==> src/rtl/bft_rx_stream_port.sv <==
// Receive endpoint for one leaf input port: filters BFT packets by port, buffers payloads,
// streams them to the kernel over ap_vld/ap_ack and returns freespace credit packets.
`timescale 1ns/1ps
module bft_rx_stream_port #(
  parameter int unsigned PACKET_BITS           = 49,
  parameter int unsigned PAYLOAD_BITS          = 32,
  parameter int unsigned NUM_LEAF_BITS         = 5,
  parameter int unsigned NUM_PORT_BITS         = 4,
  parameter int unsigned NUM_ADDR_BITS         = 7,
  parameter int unsigned FIFO_DEPTH_BITS       = 7,
  parameter int unsigned FREESPACE_UPDATE_SIZE = 64,
  parameter int unsigned PORT_ID               = 2,
  parameter int unsigned SRC_LEAF              = 0,
  parameter int unsigned SRC_PORT              = 1
) (
  input  logic                       ap_clk,
  input  logic                       ap_rst_n,
  input  logic [PACKET_BITS-1:0]     din_pkt,
  output logic [PACKET_BITS-1:0]     dout_credit_pkt,
  output logic [PAYLOAD_BITS-1:0]    Input_V_V,
  output logic                       Input_V_V_ap_vld,
  input  logic                       Input_V_V_ap_ack,
  output logic                       overflow,
  output logic [FIFO_DEPTH_BITS:0]   fill_level
);

  localparam int unsigned Depth = 1 << FIFO_DEPTH_BITS;
  localparam int unsigned CredW = $clog2(FREESPACE_UPDATE_SIZE) + 1;
  localparam int unsigned FillW = FIFO_DEPTH_BITS + 1;
  localparam logic [FillW-1:0] FullLevel = FillW'(Depth);
  localparam logic [CredW-1:0] CredStep = CredW'(FREESPACE_UPDATE_SIZE);
  localparam logic [NUM_PORT_BITS-1:0] PortId = NUM_PORT_BITS'(PORT_ID);
  localparam logic [PACKET_BITS-1:0] CreditPkt = {1'b1, NUM_LEAF_BITS'(SRC_LEAF),
      NUM_PORT_BITS'(SRC_PORT), NUM_ADDR_BITS'(PORT_ID), PAYLOAD_BITS'(FREESPACE_UPDATE_SIZE)};

  logic [PAYLOAD_BITS-1:0]    mem [Depth];
  logic [FIFO_DEPTH_BITS-1:0] wr_ptr_q, wr_ptr_d, rd_ptr_q, rd_ptr_d;
  logic [FillW-1:0]           fill_q, fill_d, ram_cnt;
  logic [PAYLOAD_BITS-1:0]    data_q, data_d;
  logic                       vld_q, vld_d, ovf_q, ovf_d;
  logic [CredW-1:0]           cred_cnt_q, cred_cnt_d;
  logic [PACKET_BITS-1:0]     credit_q, credit_d;
  logic                       push_req, push, pop, load, full;
  logic [NUM_PORT_BITS-1:0]   din_port;
  logic                       unused_pkt_fields;

  assign din_port = din_pkt[PAYLOAD_BITS+NUM_ADDR_BITS +: NUM_PORT_BITS];
  assign unused_pkt_fields = ^{din_pkt[PAYLOAD_BITS +: NUM_ADDR_BITS],
                               din_pkt[PACKET_BITS-2 -: NUM_LEAF_BITS]};

  always_comb begin
    push_req = din_pkt[PACKET_BITS-1] && (din_port == PortId);
    pop      = vld_q && Input_V_V_ap_ack;
    // Words still in RAM exclude the one sitting in the output register.
    ram_cnt  = fill_q - FillW'(vld_q);
    full     = (fill_q == FullLevel);
    push     = push_req && (!full || pop);
    load     = (ram_cnt != '0) && (!vld_q || pop);

    wr_ptr_d = push ? wr_ptr_q + FIFO_DEPTH_BITS'(1) : wr_ptr_q;
    rd_ptr_d = load ? rd_ptr_q + FIFO_DEPTH_BITS'(1) : rd_ptr_q;
    vld_d    = load || (vld_q && !pop);
    data_d   = load ? mem[rd_ptr_q] : data_q;
    fill_d   = fill_q + FillW'(push) - FillW'(pop);
    ovf_d    = ovf_q || (push_req && !push);

    if (cred_cnt_q >= CredStep) begin
      cred_cnt_d = cred_cnt_q - CredStep + CredW'(pop);
    end else begin
      cred_cnt_d = cred_cnt_q + CredW'(pop);
    end
    // The credit is visible in exactly the cycle in which the counter holds a full batch.
    credit_d = (cred_cnt_d >= CredStep) ? CreditPkt : '0;
  end

  always_ff @(posedge ap_clk) begin
    if (push) begin
      mem[wr_ptr_q] <= din_pkt[PAYLOAD_BITS-1:0];
    end
  end

  always_ff @(posedge ap_clk or negedge ap_rst_n) begin
    if (!ap_rst_n) begin
      wr_ptr_q   <= '0;
      rd_ptr_q   <= '0;
      fill_q     <= '0;
      data_q     <= '0;
      vld_q      <= 1'b0;
      ovf_q      <= 1'b0;
      cred_cnt_q <= '0;
      credit_q   <= '0;
    end else begin
      wr_ptr_q   <= wr_ptr_d;
      rd_ptr_q   <= rd_ptr_d;
      fill_q     <= fill_d;
      data_q     <= data_d;
      vld_q      <= vld_d;
      ovf_q      <= ovf_d;
      cred_cnt_q <= cred_cnt_d;
      credit_q   <= credit_d;
    end
  end

  assign dout_credit_pkt  = credit_q;
  assign Input_V_V        = data_q;
  assign Input_V_V_ap_vld = vld_q;
  assign overflow         = ovf_q;
  assign fill_level       = fill_q;

endmodule

==> config.mk <==
export PLATFORM = sky130hd
export DESIGN_NAME = bft_rx_stream_port
export DESIGN_NICKNAME = d
export VERILOG_FILES = /design/src/rtl/bft_rx_stream_port.sv
export SDC_FILE = /design/constraint.sdc
export NUM_CORES = 2
export LEC_CHECK = 0
export ABC_CLOCK_PERIOD_IN_PS = 4090
export CAP_MARGIN = 15
export CORE_MARGIN = 10
export CORE_UTILIZATION = 55
export DETAILED_ROUTE_END_ITERATION = 10
export PLACE_DENSITY_LB_ADDON = 0.1
export SYNTH_ARGS = -nofsm -noshare
export SYNTH_HDL_FRONTEND = slang
export SYNTH_SLANG_ARGS = --single-unit
==> constraint.sdc <==
create_clock -name ap_clk -period 4.09 [get_ports ap_clk]
set_input_delay 0.6135 -clock ap_clk [delete_from_list [all_inputs] [get_ports ap_clk]]
set_output_delay 0.6135 -clock ap_clk [all_outputs]
set_load 0.005 [all_outputs]
==> out/results.tsv <==
stage	metric	value	unit
drt	wl_per_cell	35.5	um
sta	rsz0062_at_grt	no	
floorplan	fp.dieH	561	um
critical_path	crit_family	compound AO/OA/AOI/OAI gates	
clock_tree	cts_resized	0	
clock_tree	cts_max_level	5	
floorplan	io_pins	143	
yosys	synth_area_per_cell	21.0	um2
clock_tree	clk_path_buf_depth	4	
critical_path	critPathCaptureType	register	
yosys	async_flop_share	1.51	%
critical_path	critPathArrivalTime	4.68	ns
yosys	ys_types	76	
sta	fin_skew	0.0475	ns
drt	route.detailed.drc	0	
yosys	synth_seq_cells	4159	
grt	grt_pass1_vias	80900	
final_layout	final_common_cell	edfxtp_1	
clock_tree	cts_tree	done	
drt	viasPerCell	6.49	
sta	slew_headroom	21.6	%
critical_path	cp_max_fo	20	
drt	firstDrtPassIters	6	
grt	grt_pass1_wl	628000	um
critical_path	slowest_stage	dfrtp_4	
final_layout	drive_gt1_share	27.0	%
placement	place_area	172000	um2
critical_path	worstPathCellList	nand2_1 > buf_12 > o22ai_1 > nor2_1 > o32ai_1 > o2111ai_1 > buf_4 > nor3_1 > buf_4 > o31ai_1	
pwr	p_per_area	659	nW/um2
clock_tree	clk_pin_slew_worst_paths	0.06	ns
sta	final-hold-violation-count	0	
drt	antenna_left	1	
drt	drtIter0Drc	11100	
yosys	seq_area_frac_synth	77.3	%
final_layout	mostFrequentLayoutCells	4096 x edfxtp_1, 751 x mux4_2, 435 x buf_4	
floorplan	rows	198	
sta	fmax	0.260	GHz
clock_tree	cts_sinks	4159	
sta	fin_crit_sh	94.1	%
drt	wirelength	448000	um
floorplan	die_x	561	um
floorplan	start_util	55.3	%
critical_path	critPathMaxStageDelay	0.65	ns
critical_path	worst-path-buf-inv	3	
outcome	failed_checks	antenna rules	
yosys	syn_area	161000	um2
clock_tree	cts-root-buf	clkbuf_16	
final_layout	area_growth_syn_to_layout	15.3	%
final_layout	nets	8423	
placement	place_congestion	0.865	
clock_tree	clk_latency	0.97	ns
drt	vias	81900	
hold_path	hold_class	input pin to register	
floorplan	core-area	291000	um2
sta	setup_viol	0	
pwr	p_leak	59.3	nW
flow_run	maxCapViolCount	0	
placement	portBuffers	85	
critical_path	critPathRequiredTime	4.92	ns
placement	hpwl	269000	um
pwr	vdd_drop_max	0.522	mV
outcome	status	complete, but fails checks	
final_layout	final_cell_area	186000	um2
grt	grt_max_degree	129	
sta	fin_crit	3.85	ns
clock_tree	cts_buffers	419	
yosys	synth_ff_type	edfxtp_1	
critical_path	start_kind	register	
critical_path	path_class	register to register	
yosys	synth_edf_count	4096	
yosys	synth_warnings	0	
yosys	synth_cells	7685	
grt	antenna_found_initial	30	
sta	worst_slew_pin_slew	1.16	ns
critical_path	path_common_cell	buf_4	
sta	hold_slack	0.192	ns
grt	grtUsageTotal	28.0	%
floorplan	die_area	315000	um2
sta	drv_slew	0	
grt	grt_overflow	0	
-- through the flow --
step                std cells  setup WS (ns)  TNS (ns)  power (mW)  utilization (%)
floorplan                7729          0.352         0        69.5                -
global placement        11800         -0.475    -0.676        84.7             59.0
detailed placement      11800        -0.0924   -0.0924        84.9             59.0
CTS                     12600          0.199         0         123             63.7
global route            12600          0.127         0         126             63.7
finish                  12600          0.240         0         122             63.7
-- final timing paths --
check	start	endpoint	slack, ns	cells past startpoint
max reg2reg	rd_ptr_q[1]	Input_V_V[8]	0.24	10
min in group asynchronous	ap_rst_n	Input_V_V_ap_vld	0.26	2
min	din_pkt[0]	mem[26][0]	0.19	2
min reg2reg	cred_cnt_q[4]	cred_cnt_q[4]	0.47	1
max in group asynchronous	ap_rst_n	rd_ptr_q[5]	2.88	3
max	rd_ptr_q[1]	Input_V_V[8]	0.24	10
-- power by group --
part           internal [mW]  switching, mW
registers               47.1          0.586
logic                   14.6           21.9
clock network           22.0           16.1
total                   83.8           38.6
-- area by class of cell --
class | instances | area, um2
clock buffers | 510 | 11000
fillers | 19700 | 106000
flip-flops and latches | 4159 | 125000
clock inverters | 260 | 2650
multi-input cells | 3059 | 34600
repair buffers | 688 | 7760
well taps | 3900 | 4880
inverters | 20 | 82.6
diodes | 24 | 60.1
-- cells in the mapped netlist (all sizes together), types with 48 or more instances --
| cell | number | area (um2) |
|---|---|---|
| nor2 | 205 | 772 |
| o21ai | 200 | 1000 |
| nor3 | 58 | 305 |
| mux4 | 751 | 16900 |
| nor2b | 52 | 325 |
| mux2i | 434 | 4340 |
| a211oi | 115 | 863 |
| clkbuf | 158 | 593 |
| nand3 | 48 | 240 |
| a22oi | 119 | 903 |
| o22ai | 145 | 907 |
| buf | 333 | 2440 |
| nand2 | 94 | 355 |
| a21oi | 192 | 961 |
| edfxtp | 4096 | 123000 |
| dfrtp | 63 | 1580 |
| mux2 | 196 | 2210 |
-- worst reg2reg max path, cell delays in order, from the launching register on --
cell and delay, ns:
dfrtp_4 0.65, nand2_1 0.30, buf_12 0.27, o22ai_1 0.46, nor2_1 0.09, o32ai_1 0.63
o2111ai_1 0.21, buf_4 0.22, nor3_1 0.61, buf_4 0.22, o31ai_1 0.06
-- sequential cells by signal, summed over array words and instances (netlist names) --
signal / cells
Input_V_V: 32
Input_V_V_ap_vld: 1
cred_cnt_q: 6
dout_credit_pkt: 1
fill_level: 8
mem: 4096
overflow: 1
rd_ptr_q: 7
wr_ptr_q: 7
-- what timing repair did --
item                                    4_1_cts  5_1_grt
buffers inserted                              5        0
endpoints found under the hold margin        62        0
endpoints found under the setup margin        2        0
hold buffers                                  3        0
-- metal layers --
layer	share of wire [%]	track usage, %	vias to the layer above	routed length (um)
met1	39	40.0	43800	174000
met2	47	43.7	4014	212000
met3	9.1	4.69	700	40700
met5	0.015	0	-	65
met4	4.7	11.1	10	21000
li1	-	-	33400	-
-- cell families (layout without fill, tap and decap cells) --
kind of cell             count (synthesis)  count (layout)  synth area share (%)
AND/OR/NAND/NOR                        625             625                  1.95
flip-flops                            4159            4159                  77.3
multiplexers                          1381            1381                  14.6
other                                    1              69               0.00233
adder cells (fa/ha/maj)                 24              24                 0.191
XOR/XNOR                                25              25                 0.136
AO/OA/AOI/OAI                          959             959                  3.87
buffers and inverters                  511            1478                  1.93
No activity file was read; power rests on OpenSTA's default activity.
